[config.mk]
export PLATFORM = sky130hd
export DESIGN_NAME = fft_peak_trigger
export DESIGN_NICKNAME = d
export VERILOG_FILES = /design/src/rtl/fft_peak_trigger.sv
export SDC_FILE = /design/constraint.sdc
export NUM_CORES = 1
export LEC_CHECK = 0
export ABC_AREA = 0
export CAP_MARGIN = 15
export CORE_UTILIZATION = 30
export DETAILED_ROUTE_END_ITERATION = 8
export PLACE_DENSITY = 0.59
export SETUP_SLACK_MARGIN = 0.5
export SKIP_CTS_REPAIR_TIMING = 1
export SYNTH_ARGS = -nofsm -noshare
export SYNTH_HDL_FRONTEND = slang
export SYNTH_SLANG_ARGS = --single-unit
[constraint.sdc]
create_clock -name clk -period 13.69 [get_ports clk]
set_input_delay 1.369 -clock clk [delete_from_list [all_inputs] [get_ports clk]]
set_output_delay 1.369 -clock clk [all_outputs]
set_load 0.1 [all_outputs]
[src/rtl/fft_peak_trigger.sv]
// Watches one FFT bin per 64-beat frame and fires a trigger after CONFIRM_FRAMES
// consecutive frames whose |re|+|im| exceeds the threshold, with a post-trigger holdoff.
module fft_peak_trigger #(
  parameter int unsigned CONFIRM_FRAMES = 2,
  parameter int unsigned HOLDOFF_CYCLES = 1000
) (
  input  logic        clk,
  input  logic        reset_b,
  input  logic [31:0] T_DATA,
  input  logic        T_VALID,
  input  logic        T_LAST,
  output logic        T_READY,
  input  logic [3:0]  Frequency,
  input  logic [1:0]  Offset,
  input  logic [3:0]  Threshold,
  output logic        Trigger,
  output logic        FFT_Data_Ready,
  output logic        Frame_Error,
  output logic [16:0] Peak_Mag
);

  localparam int unsigned BIN_W  = 6;
  localparam int unsigned MAG_W  = 17;
  localparam int unsigned HIT_W  = 4;
  localparam int unsigned HOLD_W = 20;
  localparam logic [BIN_W-1:0]  LAST_BIN  = '1;
  localparam logic [HIT_W-1:0]  CONFIRM   = HIT_W'(CONFIRM_FRAMES);
  localparam logic [HOLD_W-1:0] HOLD_LOAD = HOLD_W'(HOLDOFF_CYCLES);

  typedef enum logic {COLLECT, EVAL} state_t;

  state_t              state_q, state_d;
  logic [BIN_W-1:0]    bin_q, bin_d;
  logic [BIN_W-1:0]    tgt_q, tgt_d, tgt_eff;
  logic [3:0]          thr_q, thr_d;
  logic [MAG_W-1:0]    cap_q, cap_d;
  logic [HIT_W-1:0]    hits_q, hits_d, hits_inc;
  logic [HOLD_W-1:0]   hold_q, hold_d;
  logic [MAG_W-1:0]    peak_d;
  logic                ready_d, trig_d, fdr_d, err_d;
  logic [MAG_W-1:0]    re_ext, im_ext, abs_re, abs_im, mag, mag_fin;
  logic                beat, hit, fire;

  // Magnitude of the beat on the bus and the frame-end hit/fire decision
  always_comb begin
    re_ext   = {T_DATA[15], T_DATA[15:0]};
    im_ext   = {T_DATA[31], T_DATA[31:16]};
    abs_re   = T_DATA[15] ? MAG_W'(MAG_W'(0) - re_ext) : re_ext;
    abs_im   = T_DATA[31] ? MAG_W'(MAG_W'(0) - im_ext) : im_ext;
    mag      = abs_re + abs_im;
    beat     = T_VALID & T_READY;
    tgt_eff  = (bin_q == '0) ? {Frequency, Offset} : tgt_q;
    mag_fin  = (bin_q == tgt_eff) ? mag : cap_q;
    hit      = mag_fin > MAG_W'({thr_q, 12'b0});
    hits_inc = hit ? ((hits_q >= CONFIRM) ? CONFIRM : hits_q + HIT_W'(1)) : '0;
    // holdoff seen here is one cycle older than in EVAL, hence <= 1
    fire     = hit && (hits_inc == CONFIRM) && (hold_q <= HOLD_W'(1));
  end

  // Next-state and registered-output logic
  always_comb begin
    state_d = state_q;
    bin_d   = bin_q;
    tgt_d   = tgt_q;
    thr_d   = thr_q;
    cap_d   = cap_q;
    hits_d  = hits_q;
    hold_d  = (hold_q != '0) ? hold_q - HOLD_W'(1) : '0;
    peak_d  = Peak_Mag;
    trig_d  = 1'b0;
    fdr_d   = 1'b0;
    err_d   = 1'b0;
    case (state_q)
      COLLECT: begin
        if (beat) begin
          if (bin_q == '0) begin
            tgt_d = {Frequency, Offset};
            thr_d = Threshold;
          end
          if (bin_q == tgt_eff) cap_d = mag;
          if (T_LAST && (bin_q == LAST_BIN)) begin
            state_d = EVAL;
            bin_d   = '0;
            fdr_d   = 1'b1;
            peak_d  = mag_fin;
            trig_d  = fire;
            hits_d  = fire ? '0 : hits_inc;
          end else if (T_LAST || (bin_q == LAST_BIN)) begin
            err_d  = 1'b1;
            bin_d  = '0;
            hits_d = '0;
          end else begin
            bin_d = bin_q + BIN_W'(1);
          end
        end
      end
      EVAL: begin
        state_d = COLLECT;
        if (Trigger) hold_d = HOLD_LOAD;
      end
      default: state_d = COLLECT;
    endcase
    ready_d = (state_d == COLLECT);
  end

  always_ff @(posedge clk) begin
    if (reset_b) begin
      state_q        <= COLLECT;
      bin_q          <= '0;
      tgt_q          <= '0;
      thr_q          <= '0;
      cap_q          <= '0;
      hits_q         <= '0;
      hold_q         <= '0;
      Peak_Mag       <= '0;
      T_READY        <= 1'b0;
      Trigger        <= 1'b0;
      FFT_Data_Ready <= 1'b0;
      Frame_Error    <= 1'b0;
    end else begin
      state_q        <= state_d;
      bin_q          <= bin_d;
      tgt_q          <= tgt_d;
      thr_q          <= thr_d;
      cap_q          <= cap_d;
      hits_q         <= hits_d;
      hold_q         <= hold_d;
      Peak_Mag       <= peak_d;
      T_READY        <= ready_d;
      Trigger        <= trig_d;
      FFT_Data_Ready <= fdr_d;
      Frame_Error    <= err_d;
    end
  end

endmodule

**Word-level counts from Yosys, hierarchy flattened**

Index checks and enable logic that the tools add are counted.

- Bits in latches: 0
- Flip-flop bits (word level): 79
- Logic and storage cells: 61
- Input bits: 46
- Bits in read-only memories: 0
- Memories: 0
- Output and inout port bits: 21
- Bits in writable memories: 0

- Bitwise gates (word level): 5
- Shift-type cells: 0
- Mux-type cells: 18
- $mul: 0
- Reductions and logical operators: 14
- Magnitude comparators: 3
- Add/subtract/negate cells: 6
- Eq/ne operators: 3
- Divide/modulo/power cells: 0

Operators by type and width:

| cell | count |
|---|---|
| 2-to-1 mux 20 bit | 3 |
| 2-to-1 mux 17 bit | 3 |
| subtractor 1 x 16 -> 17 bit, first input constant | 2 |
| less-or-equal comparator 20 x 1 -> 1 bit, second input constant | 1 |
| 2-to-1 mux 4 bit | 5 |
| nonzero test 20 bit | 1 |
| subtractor 20 x 1 -> 20 bit, second input constant | 1 |
| 2-to-1 mux 6 bit | 3 |
| adder 17 bit | 1 |
| > comparator 17 x 16 -> 1 bit | 1 |
| AND reduction 3 bit | 3 |
| OR reduction 4 bit | 2 |
| adder 6 x 1 -> 6 bit, second input constant | 1 |
| equality test 6 bit | 1 |
| equality test 6 bit, second input constant | 1 |
| logical NOT 6 bit | 1 |
| adder 4 x 1 -> 4 bit, second input constant | 1 |
| equality test 4 x 2 -> 1 bit, second input constant | 1 |
| greater-or-equal comparator 4 x 2 -> 1 bit, second input constant | 1 |
| NOT 1 bit | 4 |
| logical AND 1 bit | 3 |
| 2-to-1 mux 1 bit | 3 |
| case mux 1 bit (2 select lines) | 1 |
| AND reduction 2 bit | 1 |
| other kinds (4) | 4 |

**Depth between registers and ports, before layout**

Gate-level depths: netlist (run 1).

- Depth in word-level cells: 11
- Gate-level depth with buffers: 24
- Mapped depth without buffers: 24

**Least setup slack after synthesis (run 1)**

OpenSTA, ideal clock, no wires.

- Path type: input-to-reg
- Start point: input port T_DATA[7]
- End point: register hits_q[0]
- Arrival: 5.972 ns
- Setup slack: 7.592 ns
- Stages on the path: 19
- Library setup time: 0.127 ns
- Data required time: 13.563 ns
- Cells stage by stage: or4_1 or4_1 o31ai_1 xnor2_1 ha_1 a21o_1 or4_1 a21oi_1 nor2_1 xor2_1 mux2_4 ha_1 nand4_1 or4b_1 or3_1 nor4_1 nand4_1 a21oi_2 o22ai_1

- Word-level cells in the longest chain between the ends: 11

RTL lines:

| item | RTL line | text |
|---|---|---|
| start, declared | 9 | `input logic [31:0] T_DATA,` |
| subtractor 1 x 16 -> 17 bit | 48 | `abs_re = T_DATA[15] ? MAG_W'(MAG_W'(0) - re_ext) : re_ext;` |
| 2-to-1 mux 17 bit * | 48 |  |
| adder 17 bit * | 50 | `mag = abs_re + abs_im;` |
| 2-to-1 mux 17 bit * | - |  |
| net mag_fin[14] | 41 | `logic [MAG_W-1:0] re_ext, im_ext, abs_re, abs_im, mag, mag_fin;` |
| > comparator 17 x 16 -> 1 bit * | 54 | `hit = mag_fin > MAG_W'({thr_q, 12'b0});` |
| 2-to-1 mux 4 bit | 55 | `hits_inc = hit ? ((hits_q >= CONFIRM) ? CONFIRM : hits_q + HIT_W'(1)) : '0;` |
| equality test 4 x 2 -> 1 bit | 57 | `fire = hit && (hits_inc == CONFIRM) && (hold_q <= HOLD_W'(1));` |
| logical AND 1 bit (2 in series) | 57 |  |
| 2-to-1 mux 4 bit * | 87 | `hits_d = fire ? '0 : hits_inc;` |
| 2-to-1 mux 4 bit * | 81 | `if (T_LAST && (bin_q == LAST_BIN)) begin` |
| end signal, assigned | 126 | `hits_q <= hits_d;` |
| end, declared | 37 | `logic [HIT_W-1:0] hits_q, hits_d, hits_inc;` |

Mark *: on every way through the listed nets, which the timed path passes. The rest lies on a longest branch.
A chain may end at the register's enable or synchronous reset.

**Worst setup path in the final report (run 1)**

- Start point: input port T_DATA[16]
- End point: register hits_q[0]

- Word-level cells in the longest chain between the ends: 11

RTL lines:

| item | RTL line | text |
|---|---|---|
| subtractor 1 x 16 -> 17 bit | 49 | `abs_im = T_DATA[31] ? MAG_W'(MAG_W'(0) - im_ext) : im_ext;` |
| 2-to-1 mux 17 bit * | 49 |  |
| adder 17 bit * | 50 |  |
| 2-to-1 mux 17 bit * | - |  |
| > comparator 17 x 16 -> 1 bit * | 54 |  |
| 2-to-1 mux 4 bit | 55 |  |
| equality test 4 x 2 -> 1 bit | 57 |  |
| logical AND 1 bit (2 in series) | 57 |  |
| 2-to-1 mux 4 bit * | 87 |  |
| 2-to-1 mux 4 bit * | 81 |  |

Mark *: on every way between the ends. The rest lies on a longest branch, timed or not.

==> qor.csv, run 1 <==
stage;metric;value;unit
clock_network;CTS HTree Levels;3;
placement;gp weighted congestion;0.799;
synthesis;Syn Area/Cell;8.11;um2
critical_path;maximum fanout along the worst path;8;
global_route;first-pass GRT wire length;20.1;mm
critical_path;Worst EP arrival;6.84;ns
synthesis;count of flip-flops with a built-in enable after synthesis;0;
global_route;largest net degree at the start of global routing;54;
sta;Final Cycle Share;48.4;%
synthesis;post-synthesis adder-cell area fraction;7.64;%
sta;Worst slew margin;27.1;%
floorplanning;die height;131;um
clock_network;Worst-path clk slew;0.06;ns
sta;Finish-stage setup viols;0;
synthesis;Synth Area in Simple Gates;23.8;%
synthesis;Synth area leaders;dfxtp_1 (32%), xnor2_1 (8.7%), ha_1 (7.2%);
floorplanning;core area;16100;um2
synthesis;Synth Instances;618;
global_route;Tot GR Track Use;13.9;%
synthesis;cell taking the most area after synthesis;dfxtp_1;
detailed_routing;max layer used;met4;
synthesis;Synth cell types;71;
finish;Filler Cells Inserted;1690;
sta;post-route clock skew;0.00918;ns
sta;worst-margin pin slew;1.08;ns
clock_network;CTS Sinks;79;
synthesis;Synth Area in Compound Gates;19.1;%
detailed_routing;Vias/cell;4.96;
run_status;outcome;completed;
floorplanning;I/O pins;67;
synthesis;post-synth top area share;31.6;%
sta;post-layout min period;6.63;ns
synthesis;Async SR Flop Fraction;0;%
placement;Inst Count DP;880;
detailed_routing;antenna-violating nets left;0;
finish;most frequent cells in the layout;dfxtp_1 (79), nand2_1 (74), nor2_1 (72), clkdlybuf4s50_1 (65), xnor2_1 (50);
detailed_routing;vias;4443;
finish;Non-Filler Instances;895;
clock_network;Worst-Skew Late Latency;0.33;ns
critical_path;crit path kind;primary input to flop;
detailed_routing;met3 routed WL;466;um
finish;Synth-to-Final Area Change;22.3;%
synthesis;syn_nets;694;
synthesis;largest family of logic cells by synthesized area;simple AND/OR/NAND/NOR gates;
critical_path;Worst EP required;13.90;ns
sta;f_max;151;MHz
finish;Final nets;751;
detailed_routing;DR pass1 iterations;5;
synthesis;post-synthesis mux area share;3.82;%
global_route;total gr overflow;0;
critical_path;crit path launch type;primary input;
clock_network;Root Buffer;clkbuf_16;
floorplanning;# rows;46;
power_and_ir_drop;Leakage;2.33;nW
finish;n_diodes;0;
clock_network;worst-case clock buffer depth;2;
detailed_routing;M1 wire length;6.03;mm
clock_network;CTS tree;built;
synthesis;dominant synthesized flop cell;dfxtp_1;
sta;Slew Limit Fails;0;
detailed_routing;met2 routed WL;5.15;mm
synthesis;Netlist Area Pre-Place;5010;um2
detailed_routing;routed wire length;11.8;mm
placement;DP Wirelength;9.02;mm
power_and_ir_drop;Peak supply drop;73.1;uV
sta;RSZ-0062 raised after global routing;no;
finish;commonest non-fill, non-tap cell in the layout;dfxtp_1;
placement;PortBufs;66;
power_and_ir_drop;power per cell area;130;nW/um2
synthesis;Synth Area in XOR/XNOR;9.96;%
floorplanning;total die area;17200;um2
floorplanning;initial core utilization;31.1;%
global_route;initial antenna violation count;0;
detailed_routing;DR iter-0 viols;245;
finish;share of cells above drive strength 1;6.04;%
detailed_routing;DRC;0;
job;# Max-Cap Violations;0;
global_route;vias in the first global route;4185;
synthesis;sequential share of the synthesized area;31.6;%
synthesis;Yosys reg bits;79;
floorplanning;Die X;131;um
synthesis;yosys warns;0;
sta;setup TNS;0;ns
critical_path;CP Capture Type;flop;
detailed_routing;Avg WL per Cell;13.1;um
sta;Fin. Hold Viols;0;
min_path;HP Class;flop to flop;
clock_network;CTS Buf Count;9;
## sequential cells by signal, summed over array words and instances (netlist names)
signal,flops
tgt_q,6
thr_q,4
Frame_Error,1
state_q,1
Trigger,1
bin_q,6
hits_q,4
T_READY,1
cap_q,17
hold_q,20
Peak_Mag,17
FFT_Data_Ready,1
## stage by stage
stage	cell area [um2]	hold WS [ns]	utilization, %	setup slack [ns]	power, mW
2_1_floorplan	5010	0.426	-	7.59	0.505
3_3_place_gp	5840	0.441	36.2	6.81	0.569
3_5_place_dp	5840	0.446	36.2	6.72	0.568
4_1_cts	6130	0.454	38.0	7.05	0.804
5_1_grt	6130	0.474	38.0	6.61	0.854
6_report	6130	0.453	38.0	7.06	0.797
## layer usage
layer	vias to the layer above	track usage (%)
li1	2309	-
met1	2030	20.0
met2	94	21.4
met3	10	2.31
met4	0	3.42
met5	-	0
## cells in the mapped netlist (12+ instances only)
library cell / instances
o21ai_0: 27
nand3_1: 14
dfxtp_1: 79
xnor2_1: 50
nor3_1: 14
mux2i_1: 14
inv_1: 27
ha_1: 29
nor2_1: 73
nand2_1: 74
a211oi_1: 18
clkbuf_1: 12
a21oi_1: 36
## final timing paths
check                          from                endpoint  slack [ns]  cells after the start
min          hits_q[2]$_SDFFE_PP0P_  hits_q[2]$_SDFFE_PP0P_        0.45                      2
min reg2reg  hits_q[2]$_SDFFE_PP0P_  hits_q[2]$_SDFFE_PP0P_        0.45                      2
max reg2reg   bin_q[0]$_SDFFE_PP0P_  hits_q[0]$_SDFFE_PP0P_        8.60                     17
max                      T_DATA[16]  hits_q[0]$_SDFFE_PP0P_        7.06                     23
## logic make-up (layout without fill, tap and decap cells)
group	Yosys count	count (layout)
flops	79	79
fa+ha+maj	30	30
compound gates	142	142
mux	18	18
simple gates	244	244
buf+inv	48	109
xor+xnor	57	57
## worst max-delay path, cell delays in order
cell and delay (ns):
clkdlybuf4s50_1 0.46, inv_1 0.08, ha_1 0.15, nand2_1 0.06, or3_1 0.37, o31ai_1 0.26
xnor2_1 0.15, ha_1 0.34, a21oi_1 0.26, nand2_1 0.07, or4_1 0.53, a211o_1 0.32
a21oi_2 0.16, xnor2_1 0.15, mux2i_2 0.12, ha_1 0.32, nand4_1 0.13, or4b_1 0.48
or3_1 0.34, nor4_1 0.17, nand4_1 0.16, a21oi_2 0.25, o22ai_1 0.12
## report_power, final
part / total [mW] / internal (mW) / switching, mW
clock network: 0.234 / 0.140 / 0.0936
logic: 0.284 / 0.129 / 0.155
registers: 0.279 / 0.257 / 0.0223
## final cells by class
| type | count | area [um2] | area share, % |
|---|---|---|---|
| well taps | 216 | 270 | 4.41 |
| clock inverters | 5 | 60.1 | 0.980 |
| repair buffers | 67 | 663 | 10.8 |
| multi-input cells | 491 | 3220 | 52.6 |
| flip-flops and latches | 79 | 1580 | 25.8 |
| clock buffers | 10 | 229 | 3.74 |
| inverters | 27 | 101 | 1.65 |
Note: power is estimated with default switching activity, not from simulation.
==> run 2, diff against run 1 <==
- PLACE_DENSITY: 0.59 -> 0.6
- clock period: 13.69 -> 5.7 ns (I/O delays scaled with it)
==> run 2 against run 1 <==
Effect of this change:
- critical path depth fell by 3
- largest power group unchanged
- largest cell class unchanged
- sequential share of layout area fell by 3.1 points
- clock-buffer cell count fell by 1
- flip-flop and latch count did not move
- critical endpoint unchanged
- hold slack got worse by 0.0029 ns
- total power rose to 2.7 times the previous value
- highest routed layer unchanged
- non-clock buffer count rose by 66
- critical path type unchanged
- die area did not move
==> qor.csv, run 2 (synthesis gave the netlist of run 1 again) <==
stage;metric;value;unit;change
run_status;outcome;completed;;
detailed_routing;antenna-violating nets left;0;;unchanged
power_and_ir_drop;Pwr Total;2.12;mW;+170%
placement;DP Wirelength;9.54;mm;+5.8%
critical_path;Worst EP required;5.93;ns;-7.97 ns
clock_network;Worst-path clk slew;0.06;ns;about the same
critical_path;R2R depth;17;;unchanged
finish;share of cells above drive strength 1;19.6;%;+14 points
sta;RSZ-0062 raised after global routing;yes;;
clock_network;CTS Buf Count;9;;unchanged
sta;f_max;190;MHz;
finish;Largest register FFs;20;;unchanged
min_path;HP Class;flop to flop;;
placement;dpl ws;-0.265;ns;-6.98 ns
clock_network;CTS HTree Levels;3;;unchanged
power_and_ir_drop;Leakage;2.93;nW;+26%
floorplanning;initial core utilization;31.1;%;unchanged
global_route;first-pass GRT wire length;21.5;mm;+7.1%
finish;Finished Core Util;43.2;%;+5.1 points
global_route;Tot GR Track Use;15.0;%;+1.1 points
sta;Worst slew margin;27.1;%;about the same
placement;PortBufs;66;;unchanged
detailed_routing;vias;4656;;+4.8%
critical_path;Reg-to-Reg End;hits_q[0]$_SDFFE_PP0P_;;
min_path;hold wc startpoint;Peak_Mag[1]$_SDFFE_PP0P_;;
critical_path;delay-heaviest family, CP;simple AND/OR/NAND/NOR gates;;
clock_network;worst-case clock buffer depth;2;;unchanged
detailed_routing;DR pass1 iterations;4;;-1
detailed_routing;Vias/cell;4.84;;-2.5%
critical_path;Reg2Reg Setup Slack;1.18;ns;-7.42 ns
detailed_routing;DRC;0;;unchanged
clock_network;Worst-Skew Late Latency;0.34;ns;about the same
global_route;initial antenna violation count;0;;unchanged
placement;area post-placement;6340;um2;+8.5%
finish;commonest non-fill, non-tap cell in the layout;dfxtp_1;;
detailed_routing;Avg WL per Cell;13.3;um;+1.2%
sta;post-route clock skew;0.00521;ns;-0.00398 ns
clock_network;CTS Sinks;79;;unchanged
critical_path;r2r startpoint;bin_q[0]$_SDFFE_PP0P_;;
floorplanning;die height;131;um;unchanged
floorplanning;total die area;17200;um2;unchanged
sta;Finish-stage setup viols;0;;unchanged
power_and_ir_drop;Peak supply drop;193;uV;+160%
critical_path;crit path max-delay cell type;or4_4;;
critical_path;maximum fanout along the worst path;4;;-4
sta;final setup margin;0.441;ns;-6.62 ns
global_route;vias in the first global route;4487;;+7.2%
detailed_routing;DR iter-0 viols;317;;+29%
min_path;Worst Hold Path EP;Peak_Mag[1]$_SDFFE_PP0P_;;
clock_network;Root Buffer;clkbuf_16;;
finish;most frequent cells in the layout;dfxtp_1 (79), nand2_1 (72), nor2_1 (70), buf_4 (67), xnor2_1 (48);;
job;# Max-Cap Violations;0;;unchanged
finish;Final nets;817;;+8.8%
finish;Largest Register;hold_q;;
finish;n_diodes;0;;unchanged
floorplanning;core area;16100;um2;unchanged
finish;Synth-to-Final Area Change;38.8;%;
critical_path;CP Capture Type;flop;;
global_route;largest net degree at the start of global routing;54;;unchanged
critical_path;Worst EP arrival;5.49;ns;-1.35 ns
power_and_ir_drop;power per cell area;305;nW/um2;+130%
critical_path;crit path launch type;primary input;;
critical_path;CP Buf/Inv Count;1;;-1
critical_path;max incr delay on CP;0.53;ns;about the same
critical_path;cells along the critical path;dlymetal6s2s_1 -> or4_4 -> or3_4 -> o41ai_4 -> xnor2_1 -> ha_1 -> a21o_1 -> or4_4 -> a21oi_4 -> nor2_2 -> xor2_1 -> mux2_4 -> ha_4 -> nand4_1 -> or4b_1 -> or3_1 -> nor4_2 -> nand4_1 -> a21oi_2 -> o22ai_1;;
sta;Fin. Hold Viols;0;;unchanged
global_route;total gr overflow;0;;unchanged
finish;biggest regs;hold_q: 20 flops, Peak_Mag: 17 flops, cap_q: 17 flops;;
sta;Final Cycle Share;92.3;%;
detailed_routing;routed wire length;12.8;mm;+8.7%
critical_path;crit path kind;primary input to flop;;
finish;post-route cell area;6960;um2;+13%
sta;worst-margin pin slew;1.09;ns;+0.000327 ns
floorplanning;# rows;46;;unchanged
placement;gp weighted congestion;0.843;;+5.5%
sta;setup TNS;0;ns;unchanged
sta;Slew Limit Fails;0;;unchanged
clock_network;CTS tree;built;;
floorplanning;Die X;131;um;unchanged
critical_path;CP startpoint;T_DATA[24];;
floorplanning;I/O pins;67;;unchanged
min_path;hold depth;2;;unchanged
sta;post-layout min period;5.26;ns;
-- run 2: cell type report --
class / instances / area [um2]
repair buffers: 133 / 1190
flip-flops and latches: 79 / 1580
multi-input cells: 491 / 3460
clock buffers: 9 / 225
inverters: 27 / 101
well taps: 216 / 270
clock inverters: 7 / 118
fillers: 1610 / 9160
-- run 2: worst min-delay path, stage by stage (launching register included) --
cell	delay, ns
dfxtp_1	0.31
nand2_1	0.05
a21oi_1	0.05
-- run 2: how the worst max path moves through the flow --
stage	slack, ns	depth (start not counted)	to
after global placement	-0.12	20	hits_q[0]$_SDFFE_PP0P_
after global routing	0.21	20	hits_q[0]$_SDFFE_PP0P_
after CTS	0.08	20	hits_q[0]$_SDFFE_PP0P_
after detailed placement	-0.27	20	hits_q[0]$_SDFFE_PP0P_
after floorplan	0.49	19	hits_q[0]$_SDFFE_PP0P_
final	0.44	20	hits_q[0]$_SDFFE_PP0P_
-- run 2: power by group --
| part | switching, mW | internal (mW) | total, mW |
|---|---|---|---|
| clock | 0.242 | 0.429 | 0.672 |
| sequential | 0.0541 | 0.616 | 0.670 |
| combinational | 0.404 | 0.377 | 0.781 |
| total | 0.700 | 1.42 | 2.12 |
-- run 2: metal layers --
metal | up-vias | global-route usage, % | part of all wire [%]
li1 | 2446 | - | -
met1 | 2121 | 21.0 | 51
met2 | 78 | 23.5 | 45
met3 | 11 | 2.82 | 3.5
met4 | 0 | 4.07 | 1.1
met5 | - | 0 | 0
-- run 2: stage by stage --
stage	hold WS [ns]	std cells
CTS	0.452	957
detailed placement	0.443	941
global route	0.467	962
global placement	0.441	941
finish	0.450	962
floorplan	0.426	618
==> edit 1, RTL diff (config.mk and constraints of run 2) <==
Make the reset (`reset_b`) asynchronous in one clocked block.
--- a/src/rtl/fft_peak_trigger.sv
+++ b/src/rtl/fft_peak_trigger.sv
@@ -105,3 +105,3 @@
 
-  always_ff @(posedge clk) begin
+  always_ff @(posedge clk or posedge reset_b) begin
     if (reset_b) begin
Check against the original RTL: differs if reset_b is asserted again (counterexample within 4 cycles, from zero or initial values and one cycle with reset_b high); with reset_b held inactive, the same outputs for 10 cycles.
==> edit 1 against run 2 <==
- synthesized area up 4.6%
- worst setup slack better by 180 ps
- critical path type unchanged
- routed wire length up 1.2%
- combinational power down 15%
- total power down 5.0%
- global-route usage down 0.72 points
- critical endpoint is now Trigger
- first-iteration DRC count down 53%
- utilization down 2.2 points
- sequential cell count down 1
- design area down 0.99%
==> edit 1: results (changes against run 2) <==
Routing
  • DRT iter0 DRCs: 149 (-53%)
  • WL/cell: 14.5 µm (+9.0%)
  • Drt via density: 5.00 (+3.3%)
  • Total iterations of the first detailed-routing run: 4 (unchanged)

GRT
  • Global Route Usage Sum: 14.3% (-0.72 points)
  • Initial antenna violation count: 0 (unchanged)
  • Largest net degree at the start of global routing: 79 (+46%)
  • First-pass GRT wire length: 20800 µm (-3.4%)
  • Vias in the first global route: 4263 (-5.0%)

Timing
  • Max transition margin: 33.5% (+6.4 points)
  • Skew final: 4.41 ps (-0.796 ps)

CTS
  • CTS Buf Count: 9 (unchanged)
  • CTS clk-pin slew, worst paths: 60 ps (about the same)
  • CTS Buffer Depth: 2 (unchanged)

Synthesis
  • Synth cell types: 64 (-9.9%)
  • Post-synthesis sequential area ratio: 37.2% (+5.7 points)
  • Ranking of synthesized cells by area: dfrtp_1, ha_1, xnor2_1, o21ai_0, nand2_1
  • Syn Nets: 663 (-4.5%)
  • Async SR Flop Fraction: 100% (+100 points)
  • Most instantiated cells after synthesis: dfrtp_1, nand2_1, o21ai_0

Outcome
  • Status: finished, final reports clean

Finish
  • Final #Nets: 747 (-8.6%)
  • Share of cells above drive strength 1: 17.8% (-1.7 points)
  • # diodes: 0 (unchanged)
  • Fillers: 1661 (+3.2%)

Hold path
  • Worst hold stages: 2 (unchanged)
  • Hold Path Class: flip-flop to flip-flop

Worst setup path
  • Worst-path maximum fanout: 4 (unchanged)
  • Worst-case reg-to-reg path depth: 17 (unchanged)
  • Crit path DAT: 5300 ps (-190 ps)
  • CP max stage cell: clkdlybuf4s50_1

Power and ir drop
  • Switching share of power: 31.4% (-1.6 points)
  • P_leak: 0.00318 µW (+8.5%)
  • VDD IR-drop max: 208 µV (+7.7%)

Job
  • Max_cap viols: 0 (unchanged)

Placement
  • Hpwl dp: 9610 µm (+0.74%)
  • Pre-CTS setup slack: -140 ps (+126 ps)
  • PortBufs: 66 (unchanged)
  • RD Place Congestion: 0.820 (-2.7%)
  • Placed Instance Area: 6170 µm² (-2.6%)
## edit 1: metal layers
layer / up-vias / global-route usage, % / share of wire (%)
met1: 2136 / 18.8 / 47
met5: - / 0 / 0
li1: 2246 / - / -
met4: 0 / 4.00 / 0.85
met2: 75 / 23.9 / 49
met3: 9 / 2.72 / 3.3
## edit 1: logic make-up (layout without fill, tap and decap cells)
kind of cell / after synthesis / count (layout) / share of synthesized area (%)
multiplexers: 24 / 24 / 5.01
XOR/XNOR: 52 / 52 / 8.69
flip-flops: 78 / 78 / 37.2
AND/OR/NAND/NOR: 203 / 203 / 19.2
buffers and inverters: 48 / 137 / 3.75
AO/OA/AOI/OAI: 146 / 146 / 18.1
adder cells (fa/ha/maj): 33 / 33 / 8.02
## edit 1: final timing paths
kind / start / end / slack, ps
worst max register to register: bin_q[1] / Trigger / 860
min in group asynchronous: reset_b / cap_q[10] / 840
worst max-delay path: T_DATA[23] / Trigger / 620
worst min-delay path: Peak_Mag[2] / Peak_Mag[2] / 470
max in group asynchronous: reset_b / hold_q[11] / 4180
worst min register to register: Peak_Mag[2] / Peak_Mag[2] / 470
## edit 1: worst register-to-register path, stage by stage, from the launching register on
cell and delay (ps):
dfrtp_1 430, inv_1 140, ha_1 170, or4b_4 510, a2111oi_2 290, o211ai_1 220
or4_4 660, a221o_1 420, ha_1 300, nand4_1 140, nand4bb_1 230, a211oi_2 220
o221ai_1 130, nor4_1 290, a31oi_1 160, o21ai_2 190, o21bai_4 150, nor2_1 60
## edit 1: stage by stage
stage	instances	setup TNS [ps]	power, µW	utilization, %	hold WS (ps)
after floorplan	584	0	1100	-	446
after global placement	862	0	1260	36.7	462
after detailed placement	862	-341	1280	36.7	471
after CTS	878	0	1960	38.8	484
after global routing	893	0	2130	40.9	516
final	893	0	2020	40.9	474
## edit 1: area by class of cell
class | instances | area (µm²) | area share (%)
inverters | 32 | 123 | 1.78
well taps | 220 | 275 | 4.00
multi-input cells | 458 | 3330 | 48.3
repair buffers | 89 | 858 | 12.5
clock buffers | 11 | 243 | 3.52
flip-flops and latches | 78 | 1950 | 28.3
clock inverters | 5 | 106 | 1.54
## edit 1: power groups by stage
stage | registers (µW) | clock network (µW) | logic [µW]
3_5_place_dp | 693 | 0 | 590
5_1_grt | 696 | 702 | 731
6_report | 685 | 669 | 662
4_1_cts | 684 | 682 | 592
3_3_place_gp | 690 | 0 | 575
2_1_floorplan | 678 | 0 | 421
==> edit 2, RTL diff (flow settings as in run 2) <==
Without the edit above. The localparam `HOLD_W` goes from 20 to 28.
--- a/src/rtl/fft_peak_trigger.sv
+++ b/src/rtl/fft_peak_trigger.sv
@@ -24,3 +24,3 @@
   localparam int unsigned HIT_W  = 4;
-  localparam int unsigned HOLD_W = 20;
+  localparam int unsigned HOLD_W = 28;
   localparam logic [BIN_W-1:0]  LAST_BIN  = '1;
Check against the original RTL: no difference found for any inputs over 10 cycles, from zero or initial values and one cycle with reset_b high; that may be too few to reach the edited logic, so the function may still have changed.
==> edit 2 against run 2 <==
- synthesized area rose by 5.2%
- total power increased by 7.0%
- sequential power up 19%
- routed wire length decreased by 1.5%
- sequential cell count up 8
- count of clock-buffer cells in the layout unchanged
- worst setup slack gained 19 ps
- design area up 2.2%
- global-route usage down 1.2 points
- sequential share of layout area increased by 1.8 points
- critical path type unchanged
- maximum frequency grew 0.37%
- hold slack improved by 4.5 ps
- clock power fell by 18%
==> edit 2: results (changes against run 2) <==
Synthesis
  • Syn avg cell area: 8.31 µm² (+2.5%)
  • Ys Warns: 0 (unchanged)
  • Syn Nets: 710 (+2.3%)
  • Synth Flop Type: dfxtp_1
  • Post-synthesis sequential area ratio: 33.0% (+1.5 points)
  • Most instantiated cells after synthesis: dfxtp_1, nand2_1, nor2_1
  • Async SR Flop Fraction: 0% (unchanged)
  • Synth cell types: 59 (-17%)
  • Ranking of synthesized cells by area: dfxtp_1, xnor2_1, ha_1, nand2_1, nor2_1

GRT
  • Largest net degree at the start of global routing: 52 (-3.7%)
  • Vias in the first global route: 4226 (-5.8%)
  • Global Route Usage Sum: 13.8% (-1.2 points)
  • First-pass GRT wire length: 20300 µm (-5.7%)
  • Initial antenna violation count: 0 (unchanged)
  • Total gr overflow: 0 (unchanged)

CTS
  • Root buffer cell: clkbuf_16
  • CTS clk-pin slew, worst paths: 70 ps
  • Worst skew pair latency: 340 ps (about the same)
  • CTS Buf Count: 9 (unchanged)
  • Number of levels in the clock H-tree: 3 (unchanged)
  • CTS Buffer Depth: 2 (unchanged)

Worst setup path
  • Worst-case reg-to-reg path depth: 16 (-1)
  • Reg-to-reg critical path startpoint: bin_q[1]
  • Reg2reg end: Trigger
  • Crit path DAT: 5440 ps (-50 ps)
  • Reg2reg setup slack: 900 ps (-280 ps)
  • Worst-path maximum fanout: 3 (-1)

Placement
  • Placed cell count: 961 (+2.1%)
  • PortBufs: 66 (unchanged)
  • RD Place Congestion: 0.800 (-5.1%)
  • Hpwl dp: 9420 µm (-1.3%)

Hold path
  • Hold Path Class: flip-flop to flip-flop
  • Hold Path End: tgt_q[0]
  • Worst hold stages: 2 (unchanged)
  • Hold path start: tgt_q[0]

Timing
  • WHS: 454 ps (+4.47 ps)
  • Skew final: 12.1 ps (+6.91 ps)
  • Slew @ Worst Pin: 1110 ps (+23.2 ps)

Routing
  • DRT iter0 DRCs: 212 (-33%)
  • Drt total wl: 12600 µm (-1.5%)
  • Vias: 4724 (+1.5%)
  • Total iterations of the first detailed-routing run: 4 (unchanged)

Power and ir drop
  • VDD IR-drop max: 256 µV (+32%)
  • P_leak: 0.00298 µW (+1.8%)

Finish
  • # diodes: 0 (unchanged)
  • Largest registers: hold_q (28), Peak_Mag (17), cap_q (17)
  • Non-Filler Instances: 984 (+2.3%)
  • Final #Nets: 830 (+1.6%)
  • Share of cells above drive strength 1: 18.6% (-0.99 points)

Job
  • Max_cap viols: 0 (unchanged)

Outcome
  • Status: finished, final reports clean
## edit 2: metrics by stage
stage	power (µW)	cell area, µm²	setup WS [ps]	util (%)	setup TNS [ps]
after floorplan	1440	5280	504	-	0
after global placement	1690	6550	-246	38.0	-496
after detailed placement	1690	6550	-302	38.0	-693
after CTS	2250	6830	42.5	39.6	0
after global routing	2450	7110	172	41.2	0
final	2270	7110	460	41.2	0
## edit 2: report_power, final
part	switching (µW)	leakage (µW)	internal [µW]	total, µW
Sequential	85.4	0.000706	708	794
Clock	249	0.000132	299	548
Combinational	494	0.00214	435	929
## edit 2: logic make-up (layout without fill, tap and decap cells)
kind of cell	count (synthesis)	after routing	share of synthesized area, %
simple gates	258	258	24.6
buf+inv	37	162	2.85
xor+xnor	67	67	11.3
compound gates	130	130	16.1
mux	25	25	4.79
flops	87	87	33.0
fa+ha+maj	30	30	7.26
## edit 2: critical path: stages
cell      delay, ps
buf_6            90
or4_4           520
or4_4           510
nand2_4          80
xnor2_2          60
ha_1            350
a21oi_2         180
nand2_1          70
a21o_1          180
a31oi_2         180
o21bai_1         90
xor2_1          160
mux2_4          300
ha_4            270
nand4_1         140
or4_1           430
or3_1           310
nor4_1          150
or4b_4          490
a221oi_2        230
nor4_1           80
## edit 2: area by class of cell
cell class / count / area, µm²
Fill cell: 1760 / 10100
Sequential cell: 87 / 1740
Clock inverter: 7 / 55.1
Timing Repair Buffer: 129 / 1150
Clock buffer: 9 / 225
Multi-Input combinational cell: 510 / 3590
Inverter: 17 / 63.8
Tap cell: 225 / 282
## edit 2: metal layers
layer | global-route usage (%) | wire length, µm
met4 | 4.31 | 101
met1 | 18.9 | 6420
met2 | 21.6 | 5660
met3 | 2.74 | 423
met5 | 0 | 0
## edit 2: how the worst max path moves through the flow
stage | from | to | cells past startpoint
after floorplan | T_DATA[1] | Trigger | 22
after global placement | T_DATA[16] | Trigger | 23
after detailed placement | T_DATA[17] | Trigger | 24
after CTS | T_DATA[17] | Trigger | 23
after global routing | T_DATA[7] | Trigger | 21
final | T_DATA[7] | Trigger | 21
